==> config.mk <==
export PLATFORM = sky130hd
export DESIGN_NAME = mem_stage_cache
export DESIGN_NICKNAME = d
export VERILOG_FILES = /design/src/rtl/mem_cache_pkg.sv /design/src/rtl/mem_cache_beat_ctr.sv /design/src/rtl/mem_stage_cache.sv
export SDC_FILE = /design/constraint.sdc
export NUM_CORES = 2
export LEC_CHECK = 0
export ABC_AREA = 1
export BUFFER_PORTS_ARGS = -buffer_cell sky130_fd_sc_hd__buf_4
export CORE_UTILIZATION = 45
export CTS_CLUSTER_DIAMETER = 100
export DETAILED_ROUTE_END_ITERATION = 8
export PLACE_DENSITY_LB_ADDON = 0.3
export SLEW_MARGIN = 20
export SYNTH_ARGS = -nofsm -noshare
export SYNTH_HDL_FRONTEND = slang
export SYNTH_SLANG_ARGS = --single-unit
==> constraint.sdc <==
create_clock -name clk -period 5.2 [get_ports clk]
set_clock_uncertainty 0.15 [all_clocks]
set_input_delay 0.26 -clock clk [delete_from_list [all_inputs] [get_ports clk]]
set_output_delay 0.26 -clock clk [all_outputs]
set_load 0.005 [all_outputs]
==> src/rtl/mem_cache_pkg.sv <==
// Shared types and helpers for the MEM-stage direct-mapped cache.
// Holds the controller state encoding and the SRAM beat-count derivation.
package mem_cache_pkg;

   typedef enum logic [1:0] {
      IDLE  = 2'd0,
      FILL  = 2'd1,
      WRITE = 2'd2,
      DONE  = 2'd3
   } state_e;

   // Number of SRAM beats needed to move one 32-bit word.
   function automatic int unsigned calc_nbeats(input int unsigned sram_w);
      return 32 / sram_w;
   endfunction

endpackage

==> src/rtl/mem_cache_beat_ctr.sv <==
// Wait-cycle and beat sequencing for SRAM transfers.
// Counts run only while en is high and restart from zero whenever en drops.
module mem_cache_beat_ctr #(
   parameter int NBEATS      = 2,
   parameter int WAIT_CYCLES = 5,
   parameter int BEAT_W      = 1
) (
   input  logic              clk,
   input  logic              rst,
   input  logic              en,
   output logic [BEAT_W-1:0] beat,
   output logic              beat_last,
   output logic              xfer_done
);

   localparam int WAIT_W = (WAIT_CYCLES > 1) ? $clog2(WAIT_CYCLES) : 1;

   logic [WAIT_W-1:0] wait_cnt;
   logic [BEAT_W-1:0] beat_q;

   assign beat      = beat_q;
   assign beat_last = en && (wait_cnt == WAIT_W'(WAIT_CYCLES - 1));
   assign xfer_done = beat_last && (beat_q == BEAT_W'(NBEATS - 1));

   always_ff @(posedge clk or negedge rst) begin
      if (!rst) begin
         wait_cnt <= '0;
         beat_q   <= '0;
      end else if (!en) begin
         wait_cnt <= '0;
         beat_q   <= '0;
      end else if (beat_last) begin
         wait_cnt <= '0;
         beat_q   <= xfer_done ? '0 : beat_q + 1'b1;
      end else begin
         wait_cnt <= wait_cnt + 1'b1;
      end
   end

endmodule

==> src/rtl/mem_stage_cache.sv <==
// Direct-mapped, one-word-per-line cache in front of a narrow multi-cycle SRAM.
// Reads allocate on miss; writes go straight through and never allocate.
module mem_stage_cache
   import mem_cache_pkg::*;
#(
   parameter int ADDR_W      = 32,
   parameter int SETS        = 64,
   parameter int SRAM_W      = 16,
   parameter int SRAM_AW     = 18,
   parameter int WAIT_CYCLES = 5
) (
   input  logic               clk,
   input  logic               rst,
   input  logic               rd_en,
   input  logic               wr_en,
   input  logic [ADDR_W-1:0]  addr,
   input  logic [31:0]        wdata,
   input  logic               flush,
   output logic [31:0]        rdata,
   output logic               ready,
   output logic               sram_en,
   output logic               sram_we_n,
   output logic [SRAM_AW-1:0] sram_addr,
   output logic [SRAM_W-1:0]  sram_wdata,
   input  logic [SRAM_W-1:0]  sram_rdata,
   output logic [15:0]        hit_cnt,
   output logic [15:0]        miss_cnt
);

   localparam int NBEATS = calc_nbeats(SRAM_W);
   localparam int SET_W  = $clog2(SETS);
   localparam int WORD_W = ADDR_W - 2;
   localparam int TAG_W  = WORD_W - SET_W;
   localparam int BEAT_W = (NBEATS > 1) ? $clog2(NBEATS) : 1;
   localparam int FULL_W = ADDR_W + SRAM_AW;

   state_e state, state_nxt;

   logic [WORD_W-1:0]  word_in, word_q;
   logic [SET_W-1:0]   set_in, set_q;
   logic [TAG_W-1:0]   tag_in, tag_q;
   logic [31:0]        wdata_q, fill_buf, fill_word;
   logic [SETS-1:0]    valid;
   logic [TAG_W-1:0]   tag_arr [SETS];
   logic [31:0]        data_arr [SETS];

   logic               in_idle, hit_in, do_flush, accept_rd, accept_wr, xfer_active;
   logic [BEAT_W-1:0]  beat;
   logic               beat_last, xfer_done;
   logic [FULL_W-1:0]  beat_addr_full;
   logic [SRAM_AW-1:0] addr_cur, addr_hold;
   logic [SRAM_W-1:0]  wslice, wdata_hold;

   assign word_in = addr[ADDR_W-1:2];
   assign set_in  = word_in[SET_W-1:0];
   assign tag_in  = word_in[WORD_W-1:SET_W];
   assign set_q   = word_q[SET_W-1:0];
   assign tag_q   = word_q[WORD_W-1:SET_W];

   // Flush outranks any request; a write outranks a simultaneous read.
   assign in_idle     = (state == IDLE);
   assign hit_in      = valid[set_in] && (tag_arr[set_in] == tag_in);
   assign do_flush    = in_idle && flush;
   assign accept_wr   = in_idle && !flush && wr_en;
   assign accept_rd   = in_idle && !flush && rd_en && !wr_en;
   assign xfer_active = (state == FILL) || (state == WRITE);

   mem_cache_beat_ctr #(
      .NBEATS      (NBEATS),
      .WAIT_CYCLES (WAIT_CYCLES),
      .BEAT_W      (BEAT_W)
   ) u_beat_ctr (
      .clk       (clk),
      .rst       (rst),
      .en        (xfer_active),
      .beat      (beat),
      .beat_last (beat_last),
      .xfer_done (xfer_done)
   );

   always_comb begin
      state_nxt = state;
      unique case (state)
         IDLE: begin
            if (accept_wr) begin
               state_nxt = WRITE;
            end else if (accept_rd && !hit_in) begin
               state_nxt = FILL;
            end
         end
         FILL, WRITE: begin
            if (xfer_done) state_nxt = DONE;
         end
         DONE:    state_nxt = IDLE;
         default: state_nxt = IDLE;
      endcase
   end

   always_comb begin
      ready = 1'b0;
      if (in_idle) begin
         ready = !flush && (accept_rd ? hit_in : !wr_en);
      end else if (state == DONE) begin
         ready = 1'b1;
      end
   end

   always_comb begin
      rdata = '0;
      if (accept_rd && hit_in) begin
         rdata = data_arr[set_in];
      end else if (state == DONE) begin
         rdata = fill_buf;
      end
   end

   // Beat b carries bits [b*SRAM_W +: SRAM_W], least-significant beat first.
   always_comb begin
      fill_word = fill_buf;
      wslice    = '0;
      for (int b = 0; b < NBEATS; b++) begin
         if (beat == BEAT_W'(b)) begin
            fill_word[b*SRAM_W +: SRAM_W] = sram_rdata;
            wslice                        = wdata_q[b*SRAM_W +: SRAM_W];
         end
      end
   end

   assign beat_addr_full = FULL_W'(word_q) * FULL_W'(NBEATS) + FULL_W'(beat);
   assign addr_cur       = beat_addr_full[SRAM_AW-1:0];

   // Address and write data are live during a transfer and hold otherwise.
   assign sram_en    = xfer_active;
   assign sram_we_n  = (state != WRITE);
   assign sram_addr  = xfer_active ? addr_cur : addr_hold;
   assign sram_wdata = (state == WRITE) ? wslice : wdata_hold;

   always_ff @(posedge clk or negedge rst) begin
      if (!rst) begin
         state      <= IDLE;
         valid      <= '0;
         hit_cnt    <= '0;
         miss_cnt   <= '0;
         word_q     <= '0;
         wdata_q    <= '0;
         fill_buf   <= '0;
         addr_hold  <= '0;
         wdata_hold <= '0;
      end else begin
         state <= state_nxt;
         if (accept_rd || accept_wr) begin
            word_q  <= word_in;
            wdata_q <= wdata;
         end
         if (accept_rd) begin
            if (hit_in) begin
               if (hit_cnt != 16'hFFFF) hit_cnt <= hit_cnt + 16'd1;
            end else begin
               if (miss_cnt != 16'hFFFF) miss_cnt <= miss_cnt + 16'd1;
            end
         end
         if (do_flush) begin
            valid <= '0;
         end else if ((state == FILL) && xfer_done) begin
            valid[set_q] <= 1'b1;
         end
         if ((state == FILL) && beat_last) fill_buf <= fill_word;
         if (xfer_active) addr_hold <= addr_cur;
         if (state == WRITE) wdata_hold <= wslice;
      end
   end

   // Tag and data storage carry no reset; valid bits gate every use.
   always_ff @(posedge clk) begin
      if (accept_wr && hit_in) begin
         data_arr[set_in] <= wdata;
      end
      if ((state == FILL) && xfer_done) begin
         data_arr[set_q] <= fill_word;
         tag_arr[set_q]  <= tag_q;
      end
   end

endmodule

# Yosys cells after proc, flatten, opt, wreduce, memory -nomap -nowiden
# Memories as Yosys holds them, arrays and structs flattened.
# Cells that the tools add are included.
# word_totals
register_bits,230
mem_bits_rw,3584
in_bits,85
output_inout_bits,101
elab_cells,93
mem_count,2
# mem_list
memory,words,width,read_ports,rd_clocked_by_memory_dff,wr,line,text
data_arr,64,32,1,0,1,mem_stage_cache.sv:45,logic [31:0] data_arr [SETS];
tag_arr,64,24,1,0,1,mem_stage_cache.sv:44,logic [TAG_W-1:0] tag_arr [SETS];
# op_classes
n_addsub,5
order_cmp,3
n_eq_ne,11
mux,32
bitwise_logic,2
n_reduce_logical,27
# ops
operator,count
two-way mux 64 bit,2
two-way mux 32 bit,3
two-way mux 16 bit,4
bitwise OR 64 bit,1
"adder 16 x 1 -> 16 bit, second input constant",2
"inequality test 16 bit, second input constant",2
OR reduction 32 bit,1
equality test 24 bit,1
adder 18 x 1 -> 18 bit,1
two-way mux 18 bit,1
logical AND 1 bit,15
"less-than comparator 6 x 7 -> 1 bit, second input constant",2
two-way mux 1 bit,13
binary-select mux 1 bit (select 6 bit),1
demux 1 bit (select 6 bit),1
"greater-or-equal comparator 6 x 1 -> 1 bit, second input constant",1
two-way mux 2 bit,3
two-way mux 3 bit,2
two-way mux 6 bit,1
one-hot mux 2 bit (3 select lines),1
AND reduction 3 bit,2
"equality test 2 bit, second input constant",2
"inequality test 2 bit, second input constant",2
"adder 3 x 1 -> 3 bit, second input constant",1
12 further kinds,15

# Longest topological paths before layout
# logic_depth
word_depth,9
depth_mapped,24

# Modules after synthesis
# From an unflattened synthesis, not the netlist that was laid out.
# unflattened
cells_unflattened,12621
hier_area_um2,153055.5
# modules_own_cells
module,instances,cells_each,area_per_inst_um2,seq_area_each_um2
mem_stage_cache,1,12594,152839.1,113278.6
mem_cache_beat_ctr,1,27,216.5,100.1

# Worst setup path after synthesis
# Ideal clock, no wire load.
# synth_timing
kind,register -> register
startpoint,register state[0]
endpoint,"memory data_arr[0][11], data pin"
setup_time_ns,0.702
t_arrival_ns,4.071
t_required_ns,4.348
setup_slack_ns,0.277
stages_incl_launch_ff,10
path_cell_list,dfrtp_1 inv_1 ha_1 inv_2 nor3_1 nand2_1 nor2_1 clkbuf_1 clkbuf_1 o21ai_0
# synth_between
elab_chain_cells,9
word_cells_on_any_way,10
classes_between,eq/ne (2); mux (3); reduce/logical (5)
# synth_rtl
element,line,text
"start, declared",mem_stage_cache.sv:37,"state_e state, state_nxt;"
"start signal, assigned",mem_stage_cache.sv:150,state <= state_nxt;
equality test 2 x 1 -> 1 bit / equality test 2 bit (equally long branches),mem_stage_cache.sv:66,assign xfer_active = (state == FILL) || (state == WRITE);
logical OR 1 bit *,mem_stage_cache.sv:66,
via sram_en,mem_stage_cache.sv:21,"output logic sram_en,"
logical AND 1 bit *,mem_cache_beat_ctr.sv:22,assign beat_last = en && (wait_cnt == WAIT_W'(WAIT_CYCLES - 1));
logical AND 1 bit *,mem_cache_beat_ctr.sv:23,assign xfer_done = beat_last && (beat_q == BEAT_W'(NBEATS - 1));
logical AND 1 bit *,mem_stage_cache.sv:178,if ((state == FILL) && xfer_done) begin
two-way mux 1 bit *,mem_stage_cache.sv:178,
two-way mux 1 bit (not written as such) *,mem_stage_cache.sv:179,data_arr[set_q] <= fill_word;
OR reduction 32 bit (no line) *,-,
two-way mux 32 bit (no line) *,-,
"end, declared",mem_stage_cache.sv:45,
# Mark *: on every way through the listed nets, which the timed path passes. The rest lies on a longest branch.

# Final worst setup path
# layout_timing
startpoint,input addr[4]
endpoint,output rdata[2]
# layout_between
elab_chain_cells,5
word_cells_on_any_way,8
classes_between,eq/ne (1); mux (3); reduce/logical (2); memory (2)
# layout_rtl
element,line,text
"start, declared",mem_stage_cache.sv:16,"input logic [ADDR_W-1:0] addr,"
memory (64 x 24 bit) / binary-select mux 1 bit (select 6 bit) (equally long branches),-,
equality test 24 bit / two-way mux 1 bit (equally long branches),mem_stage_cache.sv:62,assign hit_in = valid[set_in] && (tag_arr[set_in] == tag_in);
logical AND 1 bit,mem_stage_cache.sv:62,
logical AND 1 bit,mem_stage_cache.sv:110,if (accept_rd && hit_in) begin
two-way mux 32 bit *,mem_stage_cache.sv:110,
"end, declared",mem_stage_cache.sv:19,"output logic [31:0] rdata,"
# Every way passes the cells marked *; elsewhere a longest branch is shown, timed or not. The select of a mux whose other input is x is not followed.

==> flow_summary.json <==
{
  "grt_max_degree": 189,
  "rsz0062_at_grt": "no",
  "fp.dieW_um": 584,
  "htree_levels": 5,
  "synthCells": 12461,
  "numCtsBuffers": 384,
  "hold_path.class": "input pin to flip-flop",
  "cts_tree": "built",
  "clock_latency_ps": 950,
  "tightest_slew_ps": 1260,
  "ant_nets": 0,
  "p_comb_share_pct": 10.5,
  "finalSetupViolations": 0,
  "post_cts_buffers": 0,
  "period_minus_slack_ps": 5130,
  "syn_nets": 12554,
  "ys_warn_count": 0,
  "p_per_area_mw_per_mm2": 404,
  "p_leak_uw": 0.0601,
  "min_to": "wdata_q[25]",
  "gp_congestion": 0.928,
  "die-area_sq_mm": 0.342,
  "io_buffers": 183,
  "drive_above_1_share_pct": 11.0,
  "p_switching_uw": 18200,
  "final_max_slew_viol_count": 0,
  "r2r_end": "data_arr[10][11]",
  "synth_xor_area_share_pct": 0.166,
  "final_nets": 12894,
  "synth_top_family_by_area": "simple AND/OR/NAND/NOR gates",
  "fin_crit_sh_pct": 98.6,
  "core_sq_mm": 0.337,
  "startpoint_type": "input pin",
  "grt_pass1_vias": 94784,
  "hold_start": "wdata[25]",
  "slew_headroom_pct": 15.3,
  "dr.pass1.iters": 8,
  "cp.required_ps": 4790,
  "grt_usage_pct": 25.6,
  "reg2reg_slack_ps": 690,
  "ir_drop_uv": 341,
  "ys_types": 37,
  "synthAdderAreaFrac_pct": 0.0656,
  "critPathCaptureType": "output pin",
  "ys_ff_latch": 3814,
  "ctsLongestPathBuffers": 4,
  "layout_commonest_cell": "edfxtp_1",
  "io_pins": 186,
  "grt_pass1_wl_um": 645000,
  "syn2layout_area_growth_pct": 15.6,
  "fp-row-count": 213,
  "cts-root-buf": "clkbuf_16",
  "timing.rr.start": "state[1]",
  "syn_area_per_cell_sq_um": 12.3,
  "power_frac_clock_pct": 37.9,
  "hpwl_um": 252000,
  "switching_share_pct": 25.5,
  "synth_ff_type": "edfxtp_1",
  "crit_type": "input pin to output pin",
  "drc_errors": 0,
  "synth_compound_area_share_pct": 7.87,
  "whs_ps": 57.2,
  "synth_area_sq_mm": 0.153,
  "whs_path_depth": 4,
  "post_synth_and_or_nand_nor_area_fraction_pct": 14.7,
  "final_cell_mix": "edfxtp_1, nand2_1, nor2_1",
  "outcome": "completed",
  "synth-seq-area-share_pct": 74.3,
  "grt.overflow.total": 0,
  "synthMuxAreaShare_pct": 0.118,
  "sequentialPowerShare_pct": 51.6,
  "fin_tns_setup_ps": 0,
  "synthArstFlopShare_pct": 6.03,
  "cts_sinks": 3814,
  "synth-edff-count": 3584,
  "hold_violations": 0,
  "drt_iter0_markers": 13431,
  "antenna_found_initial": 25,
  "wl_um": 449000,
  "r2r_cells": 15,
  "cap_violations": 0,
  "vias": 103468,
  "die_h_um": 584,
  "viasPerCell": 5.87,
  "crit_arrival_ps": 4720,
  "p_int_uw": 53100,
  "fmax_ghz": 0.195,
  "routedWlPerCell_um": 25.4,
  "clk_pin_slew_worst_paths_ps": 60,
  "critPathMaxFanout": 57,
  "initial_core_util_pct": 45.3
}
-- area by class of cell --
| class | count | area (sq um) |
|---|---|---|
| Timing Repair Buffer | 807 | 8600 |
| Tap cell | 4515 | 5650 |
| Clock inverter | 184 | 1760 |
| Fill cell | 28050 | 161000 |
| Clock buffer | 506 | 10400 |
| Antenna cell | 12 | 30.0 |
| Sequential cell | 3814 | 113000 |
| Inverter | 136 | 557 |
| Multi-Input combinational cell | 7658 | 36100 |
-- critical path: stages --
cell	delay [ps]
dlygate4sd3_1	570
buf_8	170
clkinv_8	270
buf_12	300
nand3_1	90
nand3_1	150
nand3_1	360
nand3_1	290
nand3_1	170
nand2_1	120
nor2_1	120
nand2_1	50
nor2_1	320
nand3_2	260
nor2_4	170
buf_12	270
nand2_1	90
o21ai_1	300
buf_4	200
-- routing by layer --
metal,routed length (um),vias to the layer above,track usage [%]
met5,58,-,0
met4,15800,8,8.78
met3,52100,786,5.23
met2,197000,5646,38.1
met1,183000,51199,37.4
li1,-,45829,-
-- cell usage after synthesis (5+ instances only) --
cell type | count | share of area (%)
inv_2 | 5 | 0.012
clkbuf_1 | 505 | 1.2
ha_1 | 8 | 0.066
nand4_1 | 26 | 0.11
a21oi_1 | 35 | 0.11
inv_1 | 127 | 0.31
nor3_1 | 26 | 0.085
xor2_1 | 15 | 0.086
nand3_1 | 1581 | 5.2
buf_6 | 23 | 0.17
edfxtp_1 | 3584 | 70
nand2_1 | 2012 | 4.9
o21ai_2 | 15 | 0.086
nand3_2 | 7 | 0.046
o21ai_1 | 20 | 0.066
buf_4 | 20 | 0.098
buf_2 | 260 | 0.85
o32ai_1 | 36 | 0.21
o21ai_0 | 1435 | 4.7
buf_1 | 45 | 0.11
o22ai_1 | 635 | 2.6
dfrtp_1 | 230 | 3.8
o21a_1 | 15 | 0.074
xnor2_1 | 14 | 0.080
mux2_2 | 16 | 0.12
nor2_1 | 1750 | 4.3
-- per-stage QoR --
| stage | utilization (%) | worst slack (ps) | instances | instance area, sq um | power, uW |
|---|---|---|---|---|---|
| floorplan | - | 277 | 12461 | 153000 | 40400 |
| global placement | 48.4 | 178 | 16812 | 163000 | 44500 |
| detailed placement | 48.4 | 207 | 16812 | 163000 | 44600 |
| CTS | 52.3 | 108 | 17620 | 176000 | 71300 |
| global route | 52.3 | 57.5 | 17621 | 176000 | 73100 |
| finish | 52.3 | 72.9 | 17632 | 176000 | 71300 |
-- worst max-delay path by stage --
stage          slack, ps                to      from
2_1_floorplan        280   data_arr[0][11]  state[0]
3_3_place_gp         180  data_arr[10][25]   addr[3]
3_5_place_dp         210  data_arr[10][23]   addr[3]
4_1_cts              110         rdata[13]   addr[4]
5_1_grt               60         rdata[13]   addr[4]
6_report              70          rdata[2]   addr[4]
-- registers in the layout, summed over array words and instances, names as in the netlist --
| name | cells |
|---|---|
| addr_hold | 18 |
| miss_cnt | 16 |
| state | 2 |
| u_beat_ctr.wait_cnt | 3 |
| wdata_hold | 16 |
| valid | 64 |
| u_beat_ctr.beat | 1 |
| data_arr | 2048 |
| fill_buf | 32 |
| tag_arr | 1536 |
| wdata_q | 32 |
| word_q | 30 |
| hit_cnt | 16 |
-- what timing repair did --
| action | 4_1_cts | 5_1_grt |
|---|---|---|
| endpoints found under the hold margin | 735 | 0 |
| gates resized for setup | 0 | 1 |
| hold buffers | 118 | 0 |
| setup endpoints to repair | 0 | 5 |
-- power by group through the flow --
stage                     logic [uW]  clock network [uW]  registers (uW)
after floorplan                 2960                   0           37400
after global placement          7080                   0           37400
after detailed placement        7160                   0           37400
after CTS                       7310               27200           36800
after global routing            7900               28400           36900
final                           7480               27000           36800
-- kinds of logic after synthesis --
logic type	Yosys count
adder cells (fa/ha/maj)	8
flip-flops	3814
XOR/XNOR	29
multiplexers	16
AO/OA/AOI/OAI	2195
AND/OR/NAND/NOR	5410
buffers and inverters	989
No activity file was read; power rests on OpenSTA's default activity.
